[config.mk]
export PLATFORM = sky130hd
export DESIGN_NAME = asic_freq_meter
export DESIGN_NICKNAME = d
export VERILOG_FILES = /design/src/rtl/asic_freq_meter.sv
export SDC_FILE = /design/constraint.sdc
export NUM_CORES = 1
export LEC_CHECK = 0
export BUFFER_PORTS_ARGS = -buffer_cell sky130_fd_sc_hd__buf_4
export CORE_ASPECT_RATIO = 0.9
export CORE_MARGIN = 3
export CORE_UTILIZATION = 61
export CTS_CLUSTER_DIAMETER = 120
export DETAILED_ROUTE_END_ITERATION = 12
export PLACE_DENSITY = 0.76
export SLEW_MARGIN = 20
export SYNTH_ARGS = -nofsm -noshare
export SYNTH_HDL_FRONTEND = slang
export SYNTH_SLANG_ARGS = --single-unit
[constraint.sdc]
create_clock -name clk -period 6.75 [get_ports clk]
set_input_delay 1.35 -clock clk [delete_from_list [all_inputs] [get_ports clk]]
set_output_delay 1.35 -clock clk [all_outputs]
set_load 0.005 [all_outputs]
[src/rtl/asic_freq_meter.sv]
// asic_freq_meter: gated edge counter with free-running total, 9-digit
// multiplexed 7-segment display and ASCII-hex UART report of each window.
module asic_freq_meter #(
  parameter int unsigned DEF_BAUD_DIV = 434,
  parameter int unsigned DEF_PERIOD   = 1000000,
  parameter int unsigned SCAN_BITS    = 10
) (
  input  logic        clk,
  input  logic        rst,
  input  logic [3:0]  addr,
  input  logic [31:0] value,
  input  logic        strobe,
  input  logic        samplee,
  output logic [31:0] o,
  output logic [31:0] oc,
  output logic        tx,
  output logic [8:0]  col_drvs,
  output logic [7:0]  seg_drvs
);

  typedef enum logic [1:0] {
    U_IDLE  = 2'd0,
    U_START = 2'd1,
    U_DATA  = 2'd2,
    U_STOP  = 2'd3
  } uart_st_e;

  localparam logic [35:0] BCD_MAX = 36'h999999999;

  // Ripple-carry increment of a 9-digit packed BCD value, holding at all nines.
  function automatic logic [35:0] bcd_inc(input logic [35:0] v);
    logic [35:0] r;
    logic        carry;
    r     = v;
    carry = 1'b1;
    if (v != BCD_MAX) begin
      for (int i = 0; i < 9; i++) begin
        if (carry) begin
          if (v[i*4 +: 4] == 4'd9) begin
            r[i*4 +: 4] = 4'd0;
          end else begin
            r[i*4 +: 4] = v[i*4 +: 4] + 4'd1;
            carry       = 1'b0;
          end
        end
      end
    end
    return r;
  endfunction

  // Segment pattern a..g for a hex nibble.
  function automatic logic [6:0] glyph(input logic [3:0] n);
    logic [6:0] g;
    case (n)
      4'h0: g = 7'h3F;
      4'h1: g = 7'h06;
      4'h2: g = 7'h5B;
      4'h3: g = 7'h4F;
      4'h4: g = 7'h66;
      4'h5: g = 7'h6D;
      4'h6: g = 7'h7D;
      4'h7: g = 7'h07;
      4'h8: g = 7'h7F;
      4'h9: g = 7'h6F;
      4'hA: g = 7'h77;
      4'hB: g = 7'h7C;
      4'hC: g = 7'h39;
      4'hD: g = 7'h5E;
      4'hE: g = 7'h79;
      default: g = 7'h71;
    endcase
    return g;
  endfunction

  // Character c of the report line: 8 uppercase hex digits MSB first, CR, LF.
  function automatic logic [7:0] char_of(input logic [31:0] w, input logic [3:0] c);
    logic [2:0] idx;
    logic [3:0] nib;
    logic [7:0] ch;
    idx = 3'd7 - c[2:0];
    nib = w[{idx, 2'b00} +: 4];
    if (c == 4'd8) begin
      ch = 8'h0D;
    end else if (c == 4'd9) begin
      ch = 8'h0A;
    end else if (nib < 4'd10) begin
      ch = 8'h30 + {4'd0, nib};
    end else begin
      ch = 8'h37 + {4'd0, nib};
    end
    return ch;
  endfunction

  // Configuration registers
  logic [15:0] baud_q;
  logic [31:0] period_q;
  logic        mode_q;
  logic [35:0] digits_q;
  logic [8:0]  dp_q;
  logic        period_wr;

  assign period_wr = strobe && (addr == 4'd1);

  // Register write port with clamping of baud divider and window length.
  always_ff @(posedge clk) begin
    if (rst) begin
      baud_q   <= 16'(DEF_BAUD_DIV);
      period_q <= 32'(DEF_PERIOD);
      mode_q   <= 1'b0;
      digits_q <= 36'd0;
      dp_q     <= 9'd0;
    end else if (strobe) begin
      case (addr)
        4'd0: baud_q   <= (value[15:0] < 16'd4) ? 16'd4 : value[15:0];
        4'd1: period_q <= (value == 32'd0) ? 32'd1 : value;
        4'd2: mode_q   <= value[0];
        4'd3: digits_q[31:0]  <= value;
        4'd4: digits_q[35:32] <= value[3:0];
        4'd5: dp_q     <= value[8:0];
        default: ;
      endcase
    end
  end

  // Input synchronizer and rising-edge detector
  logic [2:0] sync_q;
  logic       pulse;

  assign pulse = sync_q[1] & ~sync_q[2];

  // Two flops for metastability, third flop to detect the rising edge.
  always_ff @(posedge clk) begin
    if (rst) begin
      sync_q <= 3'b000;
    end else begin
      sync_q <= {sync_q[1:0], samplee};
    end
  end

  // Gate timer, window counters and latched results
  logic [31:0] timer_q, timer_d;
  logic [31:0] win_q, win_d, win_inc;
  logic [35:0] bcd_q, bcd_d, bcd_next;
  logic [35:0] disp_q, disp_d;
  logic [31:0] o_q, o_d;
  logic [31:0] oc_q;
  logic        win_end;
  logic        uart_go;

  assign win_end  = (timer_q == period_q - 32'd1);
  assign win_inc  = win_q + {31'd0, pulse};
  assign bcd_next = pulse ? bcd_inc(bcd_q) : bcd_q;

  // Window bookkeeping: a pulse on the closing clock still belongs to that window.
  always_comb begin
    timer_d = timer_q + 32'd1;
    win_d   = win_inc;
    bcd_d   = bcd_next;
    o_d     = o_q;
    disp_d  = disp_q;
    uart_go = 1'b0;
    if (period_wr) begin
      timer_d = 32'd0;
      win_d   = 32'd0;
      bcd_d   = 36'd0;
    end else if (win_end) begin
      o_d     = win_inc;
      disp_d  = bcd_next;
      timer_d = 32'd0;
      win_d   = 32'd0;
      bcd_d   = 36'd0;
      uart_go = 1'b1;
    end
  end

  // Gate and count registers; oc is only ever cleared by reset.
  always_ff @(posedge clk) begin
    if (rst) begin
      timer_q <= 32'd0;
      win_q   <= 32'd0;
      bcd_q   <= 36'd0;
      disp_q  <= 36'd0;
      o_q     <= 32'd0;
      oc_q    <= 32'd0;
    end else begin
      timer_q <= timer_d;
      win_q   <= win_d;
      bcd_q   <= bcd_d;
      disp_q  <= disp_d;
      o_q     <= o_d;
      oc_q    <= oc_q + {31'd0, pulse};
    end
  end

  assign o  = o_q;
  assign oc = oc_q;

  // Display scan
  logic [SCAN_BITS-1:0] scan_q;
  logic [3:0]           k_q;
  logic [3:0]           nib;

  // Each digit is lit for 2**SCAN_BITS clocks, digits 0..8 in turn.
  always_ff @(posedge clk) begin
    if (rst) begin
      scan_q <= '0;
      k_q    <= 4'd0;
    end else begin
      scan_q <= scan_q + {{(SCAN_BITS-1){1'b0}}, 1'b1};
      if (&scan_q) begin
        k_q <= (k_q == 4'd8) ? 4'd0 : k_q + 4'd1;
      end
    end
  end

  assign nib      = mode_q ? digits_q[{k_q, 2'b00} +: 4] : disp_q[{k_q, 2'b00} +: 4];
  assign col_drvs = 9'd1 << k_q;
  assign seg_drvs = {dp_q[k_q], glyph(nib)};

  // UART transmitter
  uart_st_e    ust_q, ust_d;
  logic [15:0] cnt_q, cnt_d;
  logic [15:0] div_q, div_d;
  logic [2:0]  bit_q, bit_d, nxt_bit;
  logic [3:0]  chr_q, chr_d;
  logic [31:0] word_q, word_d;
  logic        tx_q, tx_d;
  logic        bit_end;
  logic [7:0]  cur_char;

  assign bit_end  = (cnt_q == div_q - 16'd1);
  assign cur_char = char_of(word_q, chr_q);
  assign nxt_bit  = bit_q + 3'd1;

  // Frame sequencing; the divider is reloaded at the start of every character.
  always_comb begin
    ust_d  = ust_q;
    cnt_d  = cnt_q + 16'd1;
    div_d  = div_q;
    bit_d  = bit_q;
    chr_d  = chr_q;
    word_d = word_q;
    tx_d   = tx_q;
    case (ust_q)
      U_IDLE: begin
        cnt_d = 16'd0;
        tx_d  = 1'b1;
        if (uart_go) begin
          ust_d  = U_START;
          tx_d   = 1'b0;
          chr_d  = 4'd0;
          word_d = o_d;
          div_d  = baud_q;
        end
      end
      U_START: begin
        if (bit_end) begin
          ust_d = U_DATA;
          cnt_d = 16'd0;
          bit_d = 3'd0;
          tx_d  = cur_char[0];
        end
      end
      U_DATA: begin
        if (bit_end) begin
          cnt_d = 16'd0;
          if (bit_q == 3'd7) begin
            ust_d = U_STOP;
            tx_d  = 1'b1;
          end else begin
            bit_d = nxt_bit;
            tx_d  = cur_char[nxt_bit];
          end
        end
      end
      U_STOP: begin
        if (bit_end) begin
          cnt_d = 16'd0;
          if (chr_q == 4'd9) begin
            ust_d = U_IDLE;
            tx_d  = 1'b1;
          end else begin
            ust_d = U_START;
            chr_d = chr_q + 4'd1;
            div_d = baud_q;
            tx_d  = 1'b0;
          end
        end
      end
      default: begin
        ust_d = U_IDLE;
        tx_d  = 1'b1;
      end
    endcase
  end

  // UART control state; reset aborts any frame and drives the line idle.
  always_ff @(posedge clk) begin
    if (rst) begin
      ust_q <= U_IDLE;
      cnt_q <= 16'd0;
      div_q <= 16'(DEF_BAUD_DIV);
      bit_q <= 3'd0;
      chr_q <= 4'd0;
      tx_q  <= 1'b1;
    end else begin
      ust_q <= ust_d;
      cnt_q <= cnt_d;
      div_q <= div_d;
      bit_q <= bit_d;
      chr_q <= chr_d;
      tx_q  <= tx_d;
    end
  end

  // Snapshot of the reported count, only meaningful while a frame is active.
  always_ff @(posedge clk) begin
    word_q <= word_d;
  end

  assign tx = tx_q;

endmodule

==> results by group <==
Outcome
  • Status: finished clean

Global route
  • Largest net degree at the start of global routing: 98
  • Vias in the first global route: about 15000
  • Initial antenna violation count: 0
  • GR Overflow Total: 0
  • Total track usage: 29.4%
  • First-pass GRT wire length: 77900 um

Yosys
  • Largest family of logic cells by synthesized area: simple AND/OR/NAND/NOR gates
  • Count leader, synth: dfxtp_1
  • Ranking of synthesized cells by area: dfxtp_1, nand2_1, edfxtp_1, nor2_1, xor2_1
  • Register area share after synthesis: 43.3%
  • Synth Area per Inst: between 8 and 9 um2
  • Adder-cell share of the synthesized area: under 10%
  • Synth warnings: 0
  • Post-Synth Simple-Gate Area: 25.6%
  • Mux contribution to synthesized area: 5.85%
  • Yosys top cell by area: dfxtp_1
  • Synth Area in XOR/XNOR: 8.51%
  • Synthesized area: 0.0185 mm2
  • Primary FF master, synth: dfxtp_1
  • Commonest cells in the netlist: dfxtp_1, nand2_1, nor2_1
  • Register bit total from synthesis: a little under 400
  • Synth top area share: between 30% and 40%
  • Number of synthesized flops with an enable pin: 32
  • Synth Instances: approximately 2100
  • Asr flop ratio synth: 0%
  • Cell variety after synth: 84
  • Synth Area in Compound Gates: roughly 11%
  • Syn Nets: 2200

Placed design
  • Area of placed instances: 0.0196 mm2
  • DP Wirelength: 33500 um
  • Port Buffers: 121
  • Routability Congestion: around 0.94

Detailed routing
  • Antenna violation net count after detailed routing: 0
  • Initial DRC Count: 1399
  • Final WL: 48500 um
  • DR vias: 15700
  • Wirelength per Cell: 18.5 um
  • DRC viols: 0
  • Pre-Repair DR Iteration Count: 5
  • Via density: approximately 6

Timing
  • Tightest Pin Transition: 1.04 ns
  • Max frequency: 195 MHz
  • Final setup viols: 0
  • Final setup TNS: 0 ns
  • Tmin final: 5.14 ns
  • RSZ-0062 raised after global routing: false
  • Final Cycle Share: 76.1%
  • Max Slew Vio Count: 0
  • Setup Skew: 0.0161 ns
  • Final hold vios: 0
  • Max-Slew Margin vs Limit: 30.2%

CTS
  • Inserted Clock Buffers: 39
  • Setup Buffers After CTS: 0
  • # hold bufs at CTS: 0
  • TritonCTS clock tree: built
  • Clock Pin Slew Worst Setup and Hold Paths: 0.06 ns
  • CTS resizes: 0
  • Clock Tree Root: clkbuf_16
  • Worst skew pair latency: 0.53 ns
  • Clock sink count: 385
  • Max clock buf depth: 3
  • H-tree depth: 2

Worst setup path
  • R2R Path Start: period_q[0]
  • Arrival time worst endpoint: 3.79 ns
  • Setup slack, reg-to-reg: 2.01 ns
  • CP endpoint kind: primary output
  • FF-to-FF End: chr_q[3]
  • Critical path peak fanout: 19
  • Crit Path Category: flop to primary output
  • Setup crit start kind: flop
  • WP data required: 5.40 ns
  • R2R depth: 12

Floorplan
  • Die height: 171 um
  • Num rows: 59
  • Starting Density: 63.0%
  • Ports: 122
  • Core area: slightly below 0.03 mm2
  • DIE WIDTH: 190 um
  • Die footprint: 0.0325 mm2

Power
  • Peak supply drop: 0.207 mV
  • Clock power share: 47.3%
  • Int Power: 0.00367 W
  • Sequential power share: roughly half
  • PD cells: between 200 and 250 mW/mm2
  • Logic pwr share: 3.0%
  • Pleak: 7.78 nW
  • Net Sw Frac: 21.6%
  • P_sw: 0.00101 W

Min path
  • Hold Startpoint: sync_q[0]
  • Worst Hold Path Cells: 1
  • End of the worst hold path: sync_q[1]
  • Min-Delay Path Class: flop to flop

Finish
  • Share of cells above drive strength 1: 11.6%
  • Final net count: 2263
  • Synth-to-Final Area Change: 12.8%
  • Final Instance Area: ~0.021 mm2
  • Fillers: 2290
  • Inserted Diodes: 0

Flow run
  • Max-cap viol count: 0
==> kinds of logic (layout without fill, tap and decap cells) <==
group,count (synthesis),count (layout)
AND/OR/NAND/NOR,967,967
flip-flops,385,385
AO/OA/AOI/OAI,334,334
XOR/XNOR,180,180
buffers and inverters,154,247
multiplexers,76,76
adder cells (fa/ha/maj),32,32
==> stage by stage <==
step                      worst slack, ns  hold WS (ns)  cells  power, W  utilization [%]
after global routing                 1.27         0.482   2617   0.00480             71.1
after global placement               2.24         0.426   2546   0.00251             66.6
after floorplan                      1.74         0.414   2128   0.00245                -
after CTS                            1.59         0.460   2617   0.00470             71.1
after detailed placement             2.11         0.448   2546   0.00252             66.6
final                                1.61         0.458   2617   0.00468             71.1
==> state kept, by name (all words and copies together), names as in the netlist <==
register  cells
baud_q       16
bcd_q        36
bit_q         3
chr_q         4
cnt_q        16
digits_q     36
disp_q       36
div_q        16
dp_q          9
k_q           4
mode_q        1
o            32
oc           32
period_q     32
scan_q       10
sync_q        3
timer_q      32
tx            1
ust_q         2
win_q        32
word_q       32
==> critical path, cell delays in order, from the launching register on <==
cell and delay, ns:
dfxtp_1 0.90, mux4_2 0.60, mux2i_1 0.17, o32ai_1 0.09, a21oi_1 0.75, nor2b_1 0.21
a22o_1 0.28, a21oi_1 0.11, buf_4 0.13
==> area by class of cell <==
cell class | instances | area (um2) | share of cell area, %
multi-input cells | 1589 | 9900 | 47.4
inverters | 42 | 158 | 0.755
well taps | 396 | 495 | 2.37
clock inverters | 17 | 189 | 0.904
clock buffers | 54 | 1110 | 5.34
flip-flops and latches | 385 | 8030 | 38.4
repair buffers | 134 | 1010 | 4.83
==> power by group through the flow <==
stage	logic [W]	clock network, W	registers, W
final	0.000142	0.00221	0.00233
after CTS	0.000140	0.00224	0.00233
after global routing	0.000153	0.00232	0.00233
after global placement	0.000138	0	0.00238
after detailed placement	0.000139	0	0.00238
after floorplan	0.0000779	0	0.00237
==> metal layers <==
layer,up-vias,GRT usage [%],share of wire [%]
met2,629,46.1,44
li1,7528,-,-
met5,-,0,0
met4,0,7.17,2.2
met3,81,4.61,8.1
met1,7449,43.0,45
==> layout by cell type, fill, tap and decap left out, types with 41 or more instances in the layout <==
| cell type | instances |
|---|---|
| o21ai_0 | 65 |
| a21oi_1 | 152 |
| clkbuf_16 | 41 |
| mux2i_1 | 43 |
| xor2_1 | 98 |
| buf_4 | 133 |
| nand2_1 | 302 |
| or3_1 | 64 |
| nand3_1 | 91 |
| dfxtp_1 | 353 |
| xnor2_1 | 82 |
| nor2_1 | 246 |
==> worst max-delay path by stage <==
| stage | startpoint | endpoint | slack [ns] | depth (start not counted) |
|---|---|---|---|---|
| 6_report | k_q[1] | seg_drvs[0] | 1.61 | 8 |
| 5_1_grt | k_q[1] | seg_drvs[0] | 1.27 | 8 |
| 4_1_cts | k_q[1] | seg_drvs[0] | 1.59 | 8 |
| 3_5_place_dp | period_q[12] | chr_q[3] | 2.11 | 10 |
| 3_3_place_gp | addr[3] | disp_q[15] | 2.24 | 8 |
| 2_1_floorplan | period_q[12] | word_q[0] | 1.74 | 9 |
Power figures use the tool's default switching activity.
